### config.mk
export PLATFORM = sky130hd
export DESIGN_NAME = piso_tx
export DESIGN_NICKNAME = d
export VERILOG_FILES = /design/src/rtl/pipo_piso_sipo_pkg.sv /design/src/rtl/piso_tx.sv
export SDC_FILE = /design/constraint.sdc
export NUM_CORES = 1
export LEC_CHECK = 0
export ABC_AREA = 1
export BUFFER_PORTS_ARGS = -buffer_cell sky130_fd_sc_hd__buf_4
export CAP_MARGIN = 20
export CORE_MARGIN = 2
export CORE_UTILIZATION = 25
export DETAILED_ROUTE_END_ITERATION = 16
export MAX_ROUTING_LAYER = met4
export PLACE_DENSITY_LB_ADDON = 0.05
export SYNTH_ARGS = -nofsm -noshare
export SYNTH_HDL_FRONTEND = slang
export SYNTH_SLANG_ARGS = --single-unit
### constraint.sdc
create_clock -name clk -period 1.6 [get_ports clk]
set_input_delay 0 -clock clk [delete_from_list [all_inputs] [get_ports clk]]
set_output_delay 0 -clock clk [all_outputs]
set_load 0.005 [all_outputs]
### src/rtl/pipo_piso_sipo_pkg.sv
// Shared definitions for the serial link blocks (piso transmitter, sipo receiver).
package pipo_piso_sipo_pkg;

    typedef enum logic {
        IDLE  = 1'b0,
        SHIFT = 1'b1
    } state_t;

    localparam int LINK_WIDTH = 4;

endpackage

### src/rtl/piso_tx.sv
// Parallel-in serial-out transmitter with valid/ready load and gapless back-to-back frames.
// Optional even-parity trailer bit enabled by defining PIPO_PISO_SIPO_PARITY_EN.
//
// state | meaning
// IDLE  | no frame in flight, load_ready=1, outputs quiet
// SHIFT | one bit per cycle on s_out, load_ready=1 only on the final bit
module piso_tx
    import pipo_piso_sipo_pkg::*;
#(
    parameter int WIDTH     = LINK_WIDTH,
    parameter bit MSB_FIRST = 1'b1
) (
    input  logic             clk,
    input  logic             clr,
    input  logic             load_valid,
    input  logic [WIDTH-1:0] p_in,
    output logic             load_ready,
    output logic             s_out,
    output logic             s_valid,
    output logic             frame_done
);

    localparam int CW = $clog2(WIDTH + 1);
    localparam logic [CW-1:0] DATA_LAST = CW'(WIDTH - 1);
`ifdef PIPO_PISO_SIPO_PARITY_EN
    localparam logic [CW-1:0] LAST = CW'(WIDTH);
`else
    localparam logic [CW-1:0] LAST = CW'(WIDTH - 1);
`endif

    state_t           state_q, state_d;
    logic [WIDTH-1:0] shreg_q, shreg_d;
    logic [CW-1:0]    cnt_q, cnt_d;
    logic             s_out_q, s_out_d;
    logic             s_valid_q, s_valid_d;
    logic             frame_done_q, frame_done_d;
`ifdef PIPO_PISO_SIPO_PARITY_EN
    logic             parity_q, parity_d;
`endif

    logic             accept;
    logic             first_bit;
    logic             next_bit;
    logic [WIDTH-1:0] shreg_sh;
    logic [CW-1:0]    cnt_inc;

    assign load_ready = (state_q == IDLE) || (cnt_q == LAST);
    assign accept     = load_valid && load_ready;

    // The shift register holds the word with the bit on s_out at the leading end.
    assign first_bit = MSB_FIRST ? p_in[WIDTH-1] : p_in[0];
    assign shreg_sh  = MSB_FIRST ? (shreg_q << 1) : (shreg_q >> 1);
    assign next_bit  = MSB_FIRST ? shreg_sh[WIDTH-1] : shreg_sh[0];
    assign cnt_inc   = cnt_q + CW'(1);

    always_comb begin
        state_d      = state_q;
        shreg_d      = shreg_q;
        cnt_d        = cnt_q;
        s_out_d      = 1'b0;
        s_valid_d    = 1'b0;
        frame_done_d = 1'b0;
`ifdef PIPO_PISO_SIPO_PARITY_EN
        parity_d     = parity_q;
`endif
        if (accept) begin
            state_d   = SHIFT;
            shreg_d   = p_in;
            cnt_d     = '0;
            s_out_d   = first_bit;
            s_valid_d = 1'b1;
`ifdef PIPO_PISO_SIPO_PARITY_EN
            parity_d  = ^p_in;
`endif
        end else if (state_q == SHIFT) begin
            if (cnt_q == LAST) begin
                state_d = IDLE;
                cnt_d   = '0;
            end else begin
                shreg_d      = shreg_sh;
                cnt_d        = cnt_inc;
                s_valid_d    = 1'b1;
                s_out_d      = next_bit;
                frame_done_d = (cnt_inc == LAST);
`ifdef PIPO_PISO_SIPO_PARITY_EN
                if (cnt_q == DATA_LAST) begin
                    s_out_d = parity_q;
                end
`endif
            end
        end
    end

    always_ff @(posedge clk or posedge clr) begin
        if (clr) begin
            state_q      <= IDLE;
            shreg_q      <= '0;
            cnt_q        <= '0;
            s_out_q      <= 1'b0;
            s_valid_q    <= 1'b0;
            frame_done_q <= 1'b0;
`ifdef PIPO_PISO_SIPO_PARITY_EN
            parity_q     <= 1'b0;
`endif
        end else begin
            state_q      <= state_d;
            shreg_q      <= shreg_d;
            cnt_q        <= cnt_d;
            s_out_q      <= s_out_d;
            s_valid_q    <= s_valid_d;
            frame_done_q <= frame_done_d;
`ifdef PIPO_PISO_SIPO_PARITY_EN
            parity_q     <= parity_d;
`endif
        end
    end

    assign s_out      = s_out_q;
    assign s_valid    = s_valid_q;
    assign frame_done = frame_done_q;

endmodule
Yosys cells after proc, flatten, opt, wreduce, memory -nomap -nowiden
Cells that the tools add are included.

Bits in registers: 9. Output and inout port bits: 4. Logic and storage cells: 29.

$add $sub $neg: 1. Eq/ne operators: 3. Muxes and demuxes: 15. Bitwise gates (word level): 1. Reduce and logical (&&, ||, !) cells: 4.

Operators with widths (count): two-way mux 3 bit (6); two-way mux 1 bit (9); == test 3 x 2 -> 1 bit, second input constant (2); adder 3 x 1 -> 3 bit, second input constant (1); != test 2 bit, second input constant (1); AND reduction 2 bit (1); nonzero test 2 bit (1); logical AND 1 bit (1); logical OR 1 bit (1); inverter 1 bit (1).

Logic depth before layout (Yosys ltp)
Gate-level depths: netlist of the first run.

Depth in word-level cells: 5. Depth in mapped cells: 7. Mapped depth without buffers: 7.

Worst setup path before layout of the first run
OpenSTA, ideal clock, no wires.

Path type: reg2reg. Start: reg cnt_q[0]. End: reg shreg_q[1]. Arrival time: 1165 ps. Path slack: 311 ps. Cell stages (with the launch flop): 8. Path buffers: 1. Clock period less this slack: 1289 ps. Cells stage by stage: dfrtp_1 > ha_1 > ha_1 > inv_1 > nand2_2 > buf_6 > nand3_1 > nand3_1.

Word-level cells in the longest chain between the ends: 5. Elaborated cells between the ends (all ways): 7. Those cells by class: 2 x eq/ne; 1 x mux; 4 x reduce/logical.

Ends and longest elaborated chain: from (decl) (line piso_tx.sv:33) `logic [CW-1:0] cnt_q, cnt_d;`; from (signal assigned) (line piso_tx.sv:108) `cnt_q <= cnt_d;`; == test 3 x 2 -> 1 bit (*) (line piso_tx.sv:47) `assign load_ready = (state_q == IDLE) || (cnt_q == LAST);`; logical OR 1 bit (*) (line piso_tx.sv:47); via load_ready (line piso_tx.sv:17) `output logic load_ready,`; logical AND 1 bit (*) (line piso_tx.sv:48) `assign accept = load_valid && load_ready;`; != test 2 bit (no source line) or nonzero test 2 bit (tied branches); AND reduction 2 bit (no source line); to (signal assigned) (line piso_tx.sv:107) `shreg_q <= shreg_d;`; to (decl) (line piso_tx.sv:32) `logic [WIDTH-1:0] shreg_q, shreg_d;`.

The timed path passes the listed nets; every way through them passes the cells marked *. A chain may end at the register's enable or synchronous reset.

Worst setup path after layout of the first run
Start: reg cnt_q[0]. End: out load_ready.

Word-level cells in the longest chain between the ends: 2.

Ends and longest elaborated chain (line): == test 3 x 2 -> 1 bit (piso_tx.sv:47); logical OR 1 bit (piso_tx.sv:47); to (decl) (piso_tx.sv:17).

Every way passes these cells.

==> results of run 1 <==
flip-flops by register name, indices dropped and copies added, names as in the netlist:
register,cells
s_out,1
shreg_q,3
cnt_q,3
s_valid,1
frame_done,1
power groups by stage:
stage / logic [mW] / clock network (mW) / registers [mW]
2_1_floorplan: 0.255 / 0 / 0.362
3_3_place_gp: 0.357 / 0 / 0.367
3_5_place_dp: 0.354 / 0 / 0.366
4_1_cts: 0.363 / 0.184 / 0.361
5_1_grt: 0.417 / 0.191 / 0.375
6_report: 0.361 / 0.178 / 0.362
timing repair:
item,in CTS,in global routing
gates resized for setup,0,1
setup endpoints to repair,0,1
endpoints found under the hold margin,12,0
setup buffers,0,0
hold buffers,4,0
through the flow:
stage	hold WS [ps]	utilization, %	instances	power, mW	setup slack (ps)
2_1_floorplan	-172	-	51	0.616	311
3_3_place_gp	6.74	31.9	85	0.724	211
3_5_place_dp	4.87	31.9	85	0.719	214
4_1_cts	4.13	35.8	93	0.908	68.9
5_1_grt	21.9	36.0	93	0.982	30.0
6_report	0.689	36.0	93	0.902	147
how the worst max path moves through the flow:
stage	start	to	slack, ps	cells past startpoint
2_1_floorplan	cnt_q[0]	shreg_q[1]	310	7
3_3_place_gp	cnt_q[0]	shreg_q[2]	210	6
5_1_grt	cnt_q[0]	load_ready	30	5
4_1_cts	cnt_q[0]	load_ready	70	5
6_report	cnt_q[0]	load_ready	150	5
3_5_place_dp	cnt_q[0]	shreg_q[1]	210	6
cells by family after synthesis:
family / Yosys count
and+or+nand+nor: 27
DFF: 9
buffers and inverters: 9
AOI/OAI and AO/OA: 2
adders and majority gates: 4
worst max-delay path, cell delays in order, from the launching register on:
cell     delay (ps)
dfrtp_1         410
ha_1            220
ha_1            190
inv_1            90
nand2_4         110
buf_4           160
synth_stat cells:
cell / count / share of area [%]
nand3_1: 9 / 10
nor2_1: 4 / 3.3
nand2_1: 13 / 11
inv_1: 8 / 6.7
dfrtp_1: 9 / 50
nand2_2: 1 / 1.4
buf_6: 1 / 2.5
o21ai_2: 2 / 3.9
ha_1: 4 / 11
final cells by class:
cell class	count	area (µm²)
inverter	8	30.0
fill	172	1090
tap	25	31.3
timing repair buffer	14	115
sequential	9	225
clock buffer	4	26.3
multi-input combinational	33	188
per-layer routing:
layer	vias up	wire [µm]
met2	9	379
li1	192	-
met4	0	6
met3	2	55
met5	-	0
met1	169	386
==> metrics, run 1 <==
status=finished clean; Synth-to-Final Area Change=37.0%; Req. time, crit path=1600 ps; adder-cell share of the synthesized area=11.1%; Total GRT Usage=9.72%; CTS tree=built; Port-buffer cells=10; Mapped Cells=51; WHS Endpoint=shreg_q[1]; first-pass GRT wire length=1.39 mm; clock share of power=19.8%; part of the cycle the worst path needs=90.8%; Placer Congestion=0.677; crit-path max FO=13; Vias=372; Seq cells post-synth=9; die width=46.4 µm; busiest grt layer=met2; largest net degree at the start of global routing=14; Max VDD drop=0.569 mV; DPL Wire Length=625 µm; Starting Density=26.3%; Sw Ratio=36.0%; syn nets=62; TNS Setup=0 ps; synth unique cells=9; Bufs on Longest Clock Path=2; num rows=15; max-cap violations=0; WS Path Type=register to output port; WL final=828 µm; ant diodes=0; sequential area share after synthesis=50.1%; R2R Path End=shreg_q[1]; cts bufs inserted=3; part of the power in combinational logic=40.1%; simple-gate share of the synthesized area=25.6%; R2R setup slack=280 ps; met2 usage=13.1%; leakage=0.319 nW; Final Net Count=80; H-Tree Depth=1; worst reg2reg path depth=6; global routing usage on met1=12.3%; initial antenna violation count=0; total core area=1710 µm²; Final Skew=4.72 ps; post-synthesis mux area share=0%; die area=2150 µm²; Hold Path Depth=3; Reg clk slew, reported paths=70 ps; unrepaired setup endpoints after global routing=false; Iter 0 DRT Violations=8; largest family of logic cells by synthesized area=simple AND/OR/NAND/NOR gates; sequential share of power=40.2%; most frequent cells in the layout=13 x nand2_1, 10 x buf_4, 9 x nand3_1, 9 x dfrtp_1, 8 x inv_1; Setup crit start kind=register; fmax=0.688 GHz; net switching power=0.325 mW; Syn Area/Cell=8.81 µm²; Avg WL per Cell=8.90 µm; Worst Tran Pin Value=361 ps; share of cells above drive strength 1=23.5%; chip height=46.4 µm; Pre-Repair DR Iteration Count=2; Vias/cell=4.00; Hold Startpoint=p_in[1]; Final Cell Area=616 µm²; Post-DP Area=544 µm²; most common cell after layout, fill and taps aside=nand2_1; vias in the first global route=334; final setup vio count=0; final number of max-transition violations=0; Pwr Density=1470 nW/µm²; post-route minimum period=1450 ps; Final ANT Viol Nets=0; Hold WC Path Type=primary input to register; cell area after synthesis=449 µm²; I/O pin count=11; Slew HR=75.9%; clk_lat worst skew=260 ps; crit path DAT=1450 ps; Pint=0.577 mW; # DRC=0; Hold Vio Cnt, Final=0; xor and xnor fraction of the mapped netlist area=0%; CP endpoint kind=output port; reg-to-reg critical path startpoint=cnt_q[0]; CTS root buf=clkbuf_4; GRT overflow=0; Clock Sinks=9; yosys warns=0; post-synthesis compound-gate area fraction=3.90%; met3 usage=2.75%
Power figures use the tool's default switching activity.
==> inputs of run 2 (changes only) <==
--- a/config.mk
+++ b/config.mk
@@ -8,8 +8,10 @@
 export ABC_AREA = 1
 export BUFFER_PORTS_ARGS = -buffer_cell sky130_fd_sc_hd__buf_4
 export CAP_MARGIN = 20
+export CORE_ASPECT_RATIO = 1.1
 export CORE_MARGIN = 2
 export CORE_UTILIZATION = 25
+export CTS_CLUSTER_DIAMETER = 60
 export DETAILED_ROUTE_END_ITERATION = 16
 export MAX_ROUTING_LAYER = met4
 export PLACE_DENSITY_LB_ADDON = 0.05
==> constraint.sdc (replaced) <==
create_clock -name clk -period 1.7 [get_ports clk]
set_input_delay 0 -clock clk [delete_from_list [all_inputs] [get_ports clk]]
set_output_delay 0 -clock clk [all_outputs]
set_load 0.005 [all_outputs]
==> run 2 against run 1 <==
Count of clock-buffer cells in the layout unchanged. Clock skew down 2.2 ps. Largest cell class unchanged. Largest power group unchanged. Power shrank 6.6%. Wire length up 6.0%. Utilization down 0.91 points. Die area barely moved. First-iteration DRC count rose by 110%. Non-clock buffer count up 1. Clock power is 6% lower. Highest routed layer unchanged.
==> metrics, run 2 (synthesis gave the netlist of run 1 again) <==
status=finished clean; Final ANT Viol Nets=0; die width=44.4 µm; I/O pin count=11; leakage=0.322 nW; reg-to-reg critical path startpoint=cnt_q[0]; cts bufs inserted=3; Max VDD drop=0.658 mV; Filler Cells Inserted=200; largest net degree at the start of global routing=14; setup ws final=181 ps; CTS root buf=clkbuf_4; total core area=1740 µm²; crit-path max FO=13; Hold WC Path Type=primary input to register; num rows=16; first element of the critical path=cnt_q[0]; Top Registers=cnt_q x3, shreg_q x3; Port-buffer cells=10; final setup vio count=0; most common cell after layout, fill and taps aside=nand2_1; vias in the first global route=366; WL final=878 µm; CTS tree=built; max-cap violations=0; Iter 0 DRT Violations=17; post-route minimum period=1520 ps; Req. time, crit path=1700 ps; multi-input logic area=183 µm²; Reg clk slew, reported paths=60 ps; Synth-to-Final Area Change=36.2%; Placer Congestion=0.665; register area=225 µm²; Setup crit start kind=register; TNS Setup=0 ps; Resize count post-CTS=0; unrepaired setup endpoints after global routing=false; Bufs on Longest Clock Path=2; Post-Route Utilization=35.1%; Avg WL per Cell=10.1 µm; Final Skew=2.54 ps; first-pass GRT wire length=1.59 mm; WS Path Type=register to output port; clk_lat worst skew=260 ps; Pwr Density=1380 nW/µm²; CP endpoint kind=output port; worst reg2reg path depth=6; pre-CTS setup slack=325 ps; GRT overflow=0; Starting Density=25.8%; DPL Wire Length=627 µm; Pre-Repair DR Iteration Count=4; Slew HR=76.1%; H-Tree Depth=1; Final Net Count=81; initial antenna violation count=0; Total GRT Usage=10.9%; crit path DAT=1520 ps; setup bufs post-CTS=0; Hold Vio Cnt, Final=0; most frequent cells in the layout=13 x nand2_1, 10 x buf_4, 9 x nand3_1, 9 x dfrtp_1, 8 x inv_1; ant diodes=0; R2R setup slack=330 ps; fmax=0.658 GHz; R2R Path End=shreg_q[2]; Worst Tran Pin Value=358 ps; final number of max-transition violations=0; Clock Sinks=9; Vias=373; chip height=48.5 µm; worst setup path endpoint=load_ready; die area=2150 µm²; part of the cycle the worst path needs=89.4%; # DRC=0; share of cells above drive strength 1=23.2%; Vias/cell=4.29
==> run 2: layout make-up <==
class	count	share of cell area [%]
clock buffer	4	4.29
inverter	8	4.91
multi-input combinational	33	29.9
sequential	9	36.8
tap	18	3.68
timing repair buffer	15	20.4
==> run 2: layer usage <==
metal,GRT usage (%),part of all wire (%),wire length (µm)
met5,-,0,0
met4,9.09,2.8,25
met2,13.7,44,384
met1,14.5,48,422
met3,2.24,5.2,46
==> run 2: per-stage QoR <==
stage	total power, mW	hold WS, ps	instances	area (µm²)
after floorplan	0.580	-172	51	449
after global placement	0.688	9.84	78	536
after detailed placement	0.678	2.89	78	536
after CTS	0.868	25.1	87	612
after global routing	0.921	41.2	87	612
final	0.842	22.4	87	612
==> run 2: critical path, stage by stage (launching register included) <==
cell     delay (ps)
dfrtp_1         420
ha_1            230
ha_1            190
inv_1            60
nand2_2         150
buf_4           190
==> run 2: how the worst min path moves through the flow <==
stage | start | endpoint | slack [ps] | depth (start not counted)
floorplan | clr | cnt_q[0] | -170 | 1
global placement | clr | frame_done | 10 | 2
detailed placement | clr | frame_done | 3 | 2
CTS | load_valid | s_out | 30 | 3
global route | load_valid | shreg_q[0] | 40 | 3
finish | load_valid | s_out | 20 | 3
==> run 2: repair_timing <==
| action | CTS | global route |
|---|---|---|
| endpoints found under the setup margin | 0 | 0 |
| endpoints found under the hold margin | 13 | 0 |
| hold buffers | 5 | 0 |
==> run 2: report_power, final <==
| group | total (mW) | internal (mW) | switching (mW) |
|---|---|---|---|
| sequential | 0.341 | 0.291 | 0.0500 |
| clock | 0.168 | 0.0907 | 0.0777 |
| combinational | 0.333 | 0.158 | 0.175 |
| total | 0.842 | 0.539 | 0.303 |
==> inputs of run 3 (changes only) <==
--- a/config.mk
+++ b/config.mk
@@ -8,11 +8,13 @@
 export ABC_AREA = 1
 export BUFFER_PORTS_ARGS = -buffer_cell sky130_fd_sc_hd__buf_4
 export CAP_MARGIN = 20
+export CELL_PAD_IN_SITES_DETAIL_PLACEMENT = 0
+export CELL_PAD_IN_SITES_GLOBAL_PLACEMENT = 1
 export CORE_ASPECT_RATIO = 1.1
-export CORE_MARGIN = 2
 export CORE_UTILIZATION = 25
 export CTS_CLUSTER_DIAMETER = 60
 export DETAILED_ROUTE_END_ITERATION = 16
+export HOLD_SLACK_MARGIN = 0.15
 export MAX_ROUTING_LAYER = met4
 export PLACE_DENSITY_LB_ADDON = 0.05
 export SYNTH_ARGS = -nofsm -noshare
==> run 3 against run 2 <==
Register-to-register slack hardly changed. Die area is 8.4% lower. Sequential power hardly changed. Wire length is 1.8% lower. First-iteration DRC count is 71% lower. Via count is 1.3% higher. Worst setup slack worse by 1.2 ps. Hold slack better by 240 ps. Count of clock-buffer cells in the layout stayed put. Non-clock buffer count is 1 higher.
==> metrics, run 3 (synthesis gave the netlist of run 1 again) <==
status=finished clean; Resize count post-CTS=0; Reg clk slew, reported paths=70 ps; CP endpoint kind=output port; share of cells above drive strength 1=22.9%; Avg WL per Cell=9.91 µm; final setup vio count=0; max-cap violations=0; I/O pin count=11; H-Tree Depth=1; Iter 0 DRT Violations=5; GRT overflow=0; Clock Sinks=9; leakage=0.326 nW; Vias/cell=4.34; Hold WC Path Type=primary input to asynchronous set/reset pin; Starting Density=27.5%; # DRC=0; final number of max-transition violations=0; ant diodes=0; CTS tree=built; Top Registers=cnt_q x3, shreg_q x3; clk_lat worst skew=260 ps; fin cells=87; initial antenna violation count=0; placed instance count=77; setup ws final=180 ps; num rows=15; Setup crit start kind=register; unrepaired setup endpoints after global routing=false; Final ANT Viol Nets=0; most frequent cells in the layout=13 x nand2_1, 10 x buf_4, 9 x nand3_1, 9 x dfrtp_1, 8 x inv_1; largest net degree at the start of global routing=14; Total GRT Usage=11.6%; DPL Wire Length=639 µm; Post-Route Utilization=38.0%; WL final=862 µm; Req. time, crit path=1700 ps; Worst Tran Pin Value=364 ps; Slew HR=75.7%; fmax=0.658 GHz; chip height=46.5 µm; Final Net Count=82; Synth-to-Final Area Change=38.2%; Hold Vio Cnt, Final=0; Post-DP Area=534 µm²; first-pass GRT wire length=1.59 mm; setup bufs post-CTS=0; cts bufs inserted=3; Pre-Repair DR Iteration Count=4; total core area=1630 µm²; WS Path Type=register to output port; R2R setup slack=320 ps; crit path DAT=1520 ps; post-route minimum period=1520 ps; Final Cell Area=621 µm²; TNS Setup=0 ps; most common cell after layout, fill and taps aside=nand2_1; Placer Congestion=0.651; Filler Cells Inserted=178; Max VDD drop=0.537 mV; pre-CTS setup slack=309 ps; vias in the first global route=382; die area=1970 µm²; Bufs on Longest Clock Path=2; part of the cycle the worst path needs=89.4%; Port-buffer cells=10; Pwr Density=1370 nW/µm²; CTS root buf=clkbuf_4; crit-path max FO=13; die width=42.4 µm; Vias=378; Final Skew=0.943 ps
## run 3: path summary, 6_finish.rpt
kind | start | cells after the start | end
worst max-delay path | cnt_q[0] | 5 | load_ready
worst min-delay path | clr | 3 | s_out
worst max register to register | cnt_q[0] | 6 | shreg_q[2]
worst min register to register | shreg_q[0] | 2 | shreg_q[1]
max in group asynchronous | clr | 3 | shreg_q[0]
min in group clk | shreg_q[0] | 2 | shreg_q[1]
## run 3: per-stage QoR
stage               hold slack, ps  power [mW]
floorplan                     -172       0.580
global placement              8.56       0.685
detailed placement            12.1       0.681
CTS                            282       0.864
global route                   303       0.942
finish                         267       0.848
## run 3: metal layers
metal  GRT usage, %  wire (µm)
met2           18.2        420
met5              -          0
met4           5.63          6
met1           13.0        396
met3           4.71         38
## run 3: final cells by class
type | count | area [µm²] | share of cell area (%)
Clock buffer | 4 | 26.3 | 4.23
Inverter | 8 | 30.0 | 4.84
Timing Repair Buffer | 16 | 135 | 21.8
Tap cell | 17 | 21.3 | 3.43
Sequential cell | 9 | 225 | 36.3
Multi-Input combinational cell | 33 | 183 | 29.4
## run 3: power breakdown
part	switching, mW	leakage, nW	internal [mW]
logic	0.177	0.197	0.160
registers	0.0497	0.115	0.291
clock network	0.0791	0.0150	0.0906
total	0.306	0.326	0.542
## run 3: what timing repair did
| item | CTS | global route |
|---|---|---|
| hold buffers | 6 | 0 |
| setup endpoints to repair | 0 | 0 |
| endpoints found under the hold margin | 17 | 0 |
## run 3: worst max-delay path, stage by stage, from the launching register on
cell     delay, ps
dfrtp_1        420
ha_1           230
ha_1           200
inv_1           70
nand2_2        160
buf_4          200
